==> config.mk <==
export PLATFORM = sky130hd
export DESIGN_NAME = start_delay_ctrl
export DESIGN_NICKNAME = d
export VERILOG_FILES = /design/src/rtl/start_delay_ctrl.sv
export SDC_FILE = /design/constraint.sdc
export NUM_CORES = 1
export LEC_CHECK = 0
export CAP_MARGIN = 20
export CORE_MARGIN = 2
export CORE_UTILIZATION = 57
export CTS_BUF_LIST = sky130_fd_sc_hd__clkbuf_16
export CTS_CLUSTER_SIZE = 24
export DETAILED_ROUTE_END_ITERATION = 8
export PLACE_DENSITY = 0.77
export SKIP_LAST_GASP = 1
export SLEW_MARGIN = 5
export SYNTH_ARGS = -nofsm -noshare
export SYNTH_HDL_FRONTEND = slang
export SYNTH_SLANG_ARGS = --single-unit
==> constraint.sdc <==
create_clock -name i_clk -period 3.05 [get_ports i_clk]
set_clock_uncertainty 0.15 [all_clocks]
set_input_delay 0.305 -clock i_clk [delete_from_list [all_inputs] [get_ports i_clk]]
set_output_delay 0.305 -clock i_clk [all_outputs]
set_load 0.05 [all_outputs]
==> src/rtl/start_delay_ctrl.sv <==
// start_delay_ctrl
// Round sequencer for the starting-line reaction game. Lets the external
// PRBS free-run between rounds, samples it on start to build a random
// hold-off delay, raises go when the delay runs out and measures the
// player's reaction time in whole milliseconds.
//
// state | meaning
// ------+-------------------------------------------------------------
// IDLE  | after reset, PRBS running, waiting for start
// ARMED | lights on, hold-off delay counting down, stop = false start
// GO    | go asserted, reaction counter running, stop captures result
// DONE  | o_reactionMs valid, waiting for the next start
// FAULT | player pressed stop before go, waiting for the next start

module start_delay_ctrl #(
    parameter int CLK_FREQ_HZ  = 50_000_000,
    parameter int MIN_DELAY_MS = 1000,
    parameter int STEP_MS      = 16,
    parameter int MAX_REACT_MS = 9999
) (
    input  logic        i_clk,
    input  logic        i_arst_n,
    input  logic        i_start,
    input  logic        i_stop,
    input  logic [6:0]  i_randomValue,
    output logic        o_prbsEn,
    output logic        o_lightsOn,
    output logic        o_go,
    output logic [13:0] o_reactionMs,
    output logic        o_valid,
    output logic        o_falseStart,
    output logic        o_busy
);

    localparam int TICKS     = CLK_FREQ_HZ / 1000;
    localparam int PRE_W     = (TICKS > 1) ? $clog2(TICKS) : 1;
    localparam int DLY_MAX   = MIN_DELAY_MS + 127 * STEP_MS;
    localparam int DLY_W_RAW = $clog2(DLY_MAX + 1);
    // Never narrower than the PRBS sample so the multiply sees every bit.
    localparam int DLY_W     = (DLY_W_RAW > 7) ? DLY_W_RAW : 7;
    localparam int REACT_W   = 14;

    localparam logic [PRE_W-1:0]   PRE_LAST   = PRE_W'(TICKS - 1);
    localparam logic [DLY_W-1:0]   DLY_ONE    = DLY_W'(1);
    localparam logic [DLY_W-1:0]   DLY_MIN    = DLY_W'(MIN_DELAY_MS);
    localparam logic [DLY_W-1:0]   DLY_STEP   = DLY_W'(STEP_MS);
    localparam logic [REACT_W-1:0] REACT_MAX  = REACT_W'(MAX_REACT_MS);
    localparam logic [REACT_W-1:0] REACT_LAST = REACT_W'(MAX_REACT_MS - 1);

    typedef enum logic [2:0] {
        S_IDLE  = 3'd0,
        S_ARMED = 3'd1,
        S_GO    = 3'd2,
        S_DONE  = 3'd3,
        S_FAULT = 3'd4
    } state_t;

    state_t              state;
    state_t              state_nxt;
    logic [PRE_W-1:0]    pre_cnt;
    logic [DLY_W-1:0]    delay_cnt;
    logic [DLY_W-1:0]    delay_load;
    logic [REACT_W-1:0]  react_cnt;
    logic [REACT_W-1:0]  reaction_ms;
    logic                in_round;
    logic                waiting;
    logic                ms_tick;
    logic                dly_last;
    logic                react_last;
    logic                state_change;

    assign in_round     = (state == S_ARMED) || (state == S_GO);
    assign waiting      = (state == S_IDLE) || (state == S_DONE) || (state == S_FAULT);
    assign ms_tick      = in_round && (pre_cnt == PRE_LAST);
    // A zero delay (only possible with MIN_DELAY_MS = 0) is treated like 1 ms
    // instead of wrapping the counter.
    assign dly_last     = (delay_cnt <= DLY_ONE);
    assign react_last   = (react_cnt >= REACT_LAST);
    assign state_change = (state_nxt != state);

    // Full-width hold-off delay; DLY_W is sized for rand = 127 so nothing is lost.
    assign delay_load = DLY_MIN + (DLY_W'(i_randomValue) * DLY_STEP);

    // State register.
    always_ff @(posedge i_clk or negedge i_arst_n) begin
        if (!i_arst_n) begin
            state <= S_IDLE;
        end else begin
            state <= state_nxt;
        end
    end

    // Next-state decode; stop outranks expiry/timeout, start outranks stop when waiting.
    always_comb begin
        state_nxt = state;
        case (state)
            S_IDLE, S_DONE, S_FAULT: begin
                if (i_start) begin
                    state_nxt = S_ARMED;
                end
            end
            S_ARMED: begin
                if (i_stop) begin
                    state_nxt = S_FAULT;
                end else if (ms_tick && dly_last) begin
                    state_nxt = S_GO;
                end
            end
            S_GO: begin
                if (i_stop) begin
                    state_nxt = S_DONE;
                end else if (ms_tick && react_last) begin
                    state_nxt = S_DONE;
                end
            end
            default: begin
                state_nxt = S_IDLE;
            end
        endcase
    end

    // Outputs are pure decodes of the state register.
    always_comb begin
        o_prbsEn     = 1'b1;
        o_lightsOn   = 1'b0;
        o_go         = 1'b0;
        o_valid      = 1'b0;
        o_falseStart = 1'b0;
        o_busy       = 1'b0;
        case (state)
            S_ARMED: begin
                o_prbsEn   = 1'b0;
                o_lightsOn = 1'b1;
                o_busy     = 1'b1;
            end
            S_GO: begin
                o_prbsEn = 1'b0;
                o_go     = 1'b1;
                o_busy   = 1'b1;
            end
            S_DONE: begin
                o_valid = 1'b1;
            end
            S_FAULT: begin
                o_falseStart = 1'b1;
            end
            default: begin
                o_prbsEn = 1'b1;
            end
        endcase
    end

    // Millisecond prescaler; restarts from 0 on every state entry.
    always_ff @(posedge i_clk or negedge i_arst_n) begin
        if (!i_arst_n) begin
            pre_cnt <= '0;
        end else if (state_change || !in_round || ms_tick) begin
            pre_cnt <= '0;
        end else begin
            pre_cnt <= pre_cnt + PRE_W'(1);
        end
    end

    // Hold-off down-counter: loaded on start, one decrement per ms while armed.
    always_ff @(posedge i_clk or negedge i_arst_n) begin
        if (!i_arst_n) begin
            delay_cnt <= '0;
        end else if (waiting && i_start) begin
            delay_cnt <= delay_load;
        end else if ((state == S_ARMED) && ms_tick) begin
            delay_cnt <= delay_cnt - DLY_ONE;
        end
    end

    // Reaction counter: held at 0 while armed so GO always starts from zero.
    always_ff @(posedge i_clk or negedge i_arst_n) begin
        if (!i_arst_n) begin
            react_cnt <= '0;
        end else if (state == S_ARMED) begin
            react_cnt <= '0;
        end else if ((state == S_GO) && ms_tick && !react_last) begin
            react_cnt <= react_cnt + REACT_W'(1);
        end
    end

    // Result register: written only when a GO phase ends, otherwise keeps the last result.
    always_ff @(posedge i_clk or negedge i_arst_n) begin
        if (!i_arst_n) begin
            reaction_ms <= '0;
        end else if (state == S_GO) begin
            if (i_stop) begin
                reaction_ms <= react_cnt;
            end else if (ms_tick && react_last) begin
                reaction_ms <= REACT_MAX;
            end
        end
    end

    assign o_reactionMs = reaction_ms;

endmodule

==> out/summary.txt <==
Status: completed
Final hold viol count: 0
Worst Setup Start Kind: flop
Post-CTS Setup Bufs: 0
WP data arrival: 2880 ps
Layout cell share with drive strength beyond 1: 9.67%
Diode count: 0
Seq/Total Area, Yosys: 45.8%
Post-synth ARST share: 100%
Footprint of the multi-input gates: 1650 um^2
Number of I/O port buffers: 30
Maximum vdd drop: 0.621 mV
CTS clk-pin slew, worst paths: 50 ps
Reg area: 1480 um^2
Clock Path Buffers: 2
Final period demand of the worst path: 2810 ps
Synth warn: 0
CTS tree: built
RR Endpoint: pre_cnt[2]
Post-Place Setup Slack: 239 ps
Top cell type's share of synthesized area: 45.8%
H-tree depth: 3
Residual DRC: 0
Die height: 79.2 um
Top-count cell post-synth: dfrtp_1
Kind of critical path: flop to flop
Clk_lat worst skew: 320 ps
Hold path cells: 2
Final worst-path cycle share: 92.0%
Cell taking the most area after synthesis: dfrtp_1
Io pins: 31
DR WL/cell: 15.4 um
Setup_tns: 0 ps
Gate Count Post-Synth: 346
Pwr dens: 653 nW/um^2
Maxcap violations: 0
Post-synth EDFFs: 0
Sink Count: 59
Ys flop type: dfrtp_1
Worst reg2reg startpoint: delay_cnt[7]
Area growth from synthesis to layout: 21.5%
Simple-Gate Fraction of Synth Area: 25.8%
Worst Path Required: 3120 ps
Vias in the first global route: 2,729
Root Buffer: clkbuf_16
Syn_nets: 363
Global placer's final weighted congestion: 0.820
Crit. End Element: flop
Largest cells by area after synthesis: dfrtp_1, xnor2_1, nand3_1
Max Fclk: 356 MHz
Total Routed Length: 7140 um
FP Rows: 27
Adder-cell share of the synthesized area: 2.33%
Hold EP: o_reactionMs[4]
Die width: 79.2 um
Post-detail-place hpwl: 5000 um
All-Layer GR Usage: 25.7%
Mux contribution to synthesized area: 0.311%
Net count, final: 407
1st-pass router iterations: 5
Routed vias: 2,717
Global-route wire length before repair: 12,500 um
Post-route ant nets: 0
Final setup vio count: 0
Initial antenna violation count: 0
Yosys cell types: 49
Final WS setup: 243 ps
Post-DP Area: 3650 um^2
Slew Limit Fails: 0
Final instance area: 3920 um^2
LEAKAGE: 1.56 nW
Mapped cell area: 3220 um^2
Largest net degree at the start of global routing: 41
Full die area: 6270 um^2
Min-delay worst type: flop to flop
Mapped Avg Cell Area: 9.32 um^2
RSZ-0062 raised after global routing: no
Slowest stage delay, CP: 540 ps
Core Area: 5470 um^2
1st-iter DRT viols: 239
Fill count: 443
Post-synthesis xor/xnor area fraction: 9.24%
CP Cell Sequence: or4_4 > or3_4 > o31a_1 > a2111oi_4 > nand2_2 > a211oi_1
Commonest cells in the netlist: dfrtp_1, nand2_1, nor2_1
Global route overflow: 0
Hold_sp: o_reactionMs[4]
Measured slew at the worst slew-check pin: 857 ps
Critical path peak fanout: 12
Routed vias/inst: 5.84
Max-Slew Margin vs Limit: 42.8%
Reg2Reg Setup Slack: 240 ps
Critical Path Slowest Stage Cell: or4_4
Post-synthesis compound-gate area fraction: 13.5%
Initial Utilization: 58.9%
Combinational family with the most area after synthesis: simple AND/OR/NAND/NOR gates
Flop and latch count out of synthesis: 59
Worst r2r path cells: 6
Number of buffers created by CTS: 9
[report_power, final]
group | internal [mW] | switching (mW)
sequential | 0.869 | 0.0759
combinational | 0.259 | 0.507
clock | 0.529 | 0.317
[repair_timing]
action                     4_1_cts  5_1_grt
resized for setup                0        1
hold endpoints to repair        39        0
setup endpoints to repair        0        1
hold buffers                     1        0
[cell type report]
| class | instances | area share, % |
|---|---|---|
| multi-input cells | 263 | 42.1 |
| clock buffers | 9 | 5.75 |
| clock inverters | 5 | 0.639 |
| well taps | 72 | 2.30 |
| repair buffers | 43 | 10.2 |
| flip-flops and latches | 59 | 37.7 |
| inverters | 14 | 1.34 |
[worst max-delay path by stage]
stage	start	to	depth (start not counted)	slack, ps
global route	delay_cnt[7]	pre_cnt[2]	6	90
global placement	delay_cnt[7]	pre_cnt[5]	6	320
CTS	state[1]	o_go	3	80
detailed placement	delay_cnt[7]	pre_cnt[2]	6	240
finish	delay_cnt[7]	pre_cnt[2]	6	240
floorplan	state[0]	pre_cnt[13]	8	270
[worst max-delay path: cells and delay by family, from the launching register on]
family	cells	cell delay [ps]
compound gates	3	970
flops	1	410
simple gates	3	1180
[routing by layer]
layer	part of all wire [%]	GRT usage (%)	vias to the layer above	routed length, um
met1	47	35.0	1325	3330
met3	2.8	5.11	6	197
li1	-	-	1329	-
met2	49	40.5	57	3520
met5	0	0	-	0
met4	1.2	10.5	0	89
[registers in the layout (all words and copies together), names as in the netlist]
signal and flops:
state 3, pre_cnt 16, o_reactionMs 14, delay_cnt 12, react_cnt 14
[per-stage QoR]
stage / power [mW] / utilization [%] / cells / hold slack (ps)
floorplan: 1.47 / - / 346 / -141
global placement: 1.70 / 66.8 / 450 / 299
detailed placement: 1.72 / 66.8 / 450 / 307
CTS: 2.57 / 71.5 / 465 / 318
global route: 2.69 / 71.6 / 465 / 355
finish: 2.56 / 71.6 / 465 / 313
[cell families (layout without fill, tap and decap cells)]
kind of cell | Yosys count | after routing
flip-flops | 59 | 59
buffers and inverters | 24 | 71
adder cells (fa/ha/maj) | 6 | 6
AND/OR/NAND/NOR | 161 | 161
AO/OA/AOI/OAI | 61 | 61
XOR/XNOR | 34 | 34
multiplexers | 1 | 1
[placed cells by master, fill, tap and decap left out, types with 8 or more instances in the layout]
master	count
dfrtp_1	59
clkbuf_16	9
nand4_1	13
buf_4	12
clkdlybuf4s50_1	28
xor2_1	13
xnor2_1	21
o22a_1	8
a21oi_1	14
o21ai_0	20
nand3_1	29
inv_1	16
nand2_1	35
nor3_1	12
nor2_1	34
(Power assumes the default switching activity.)
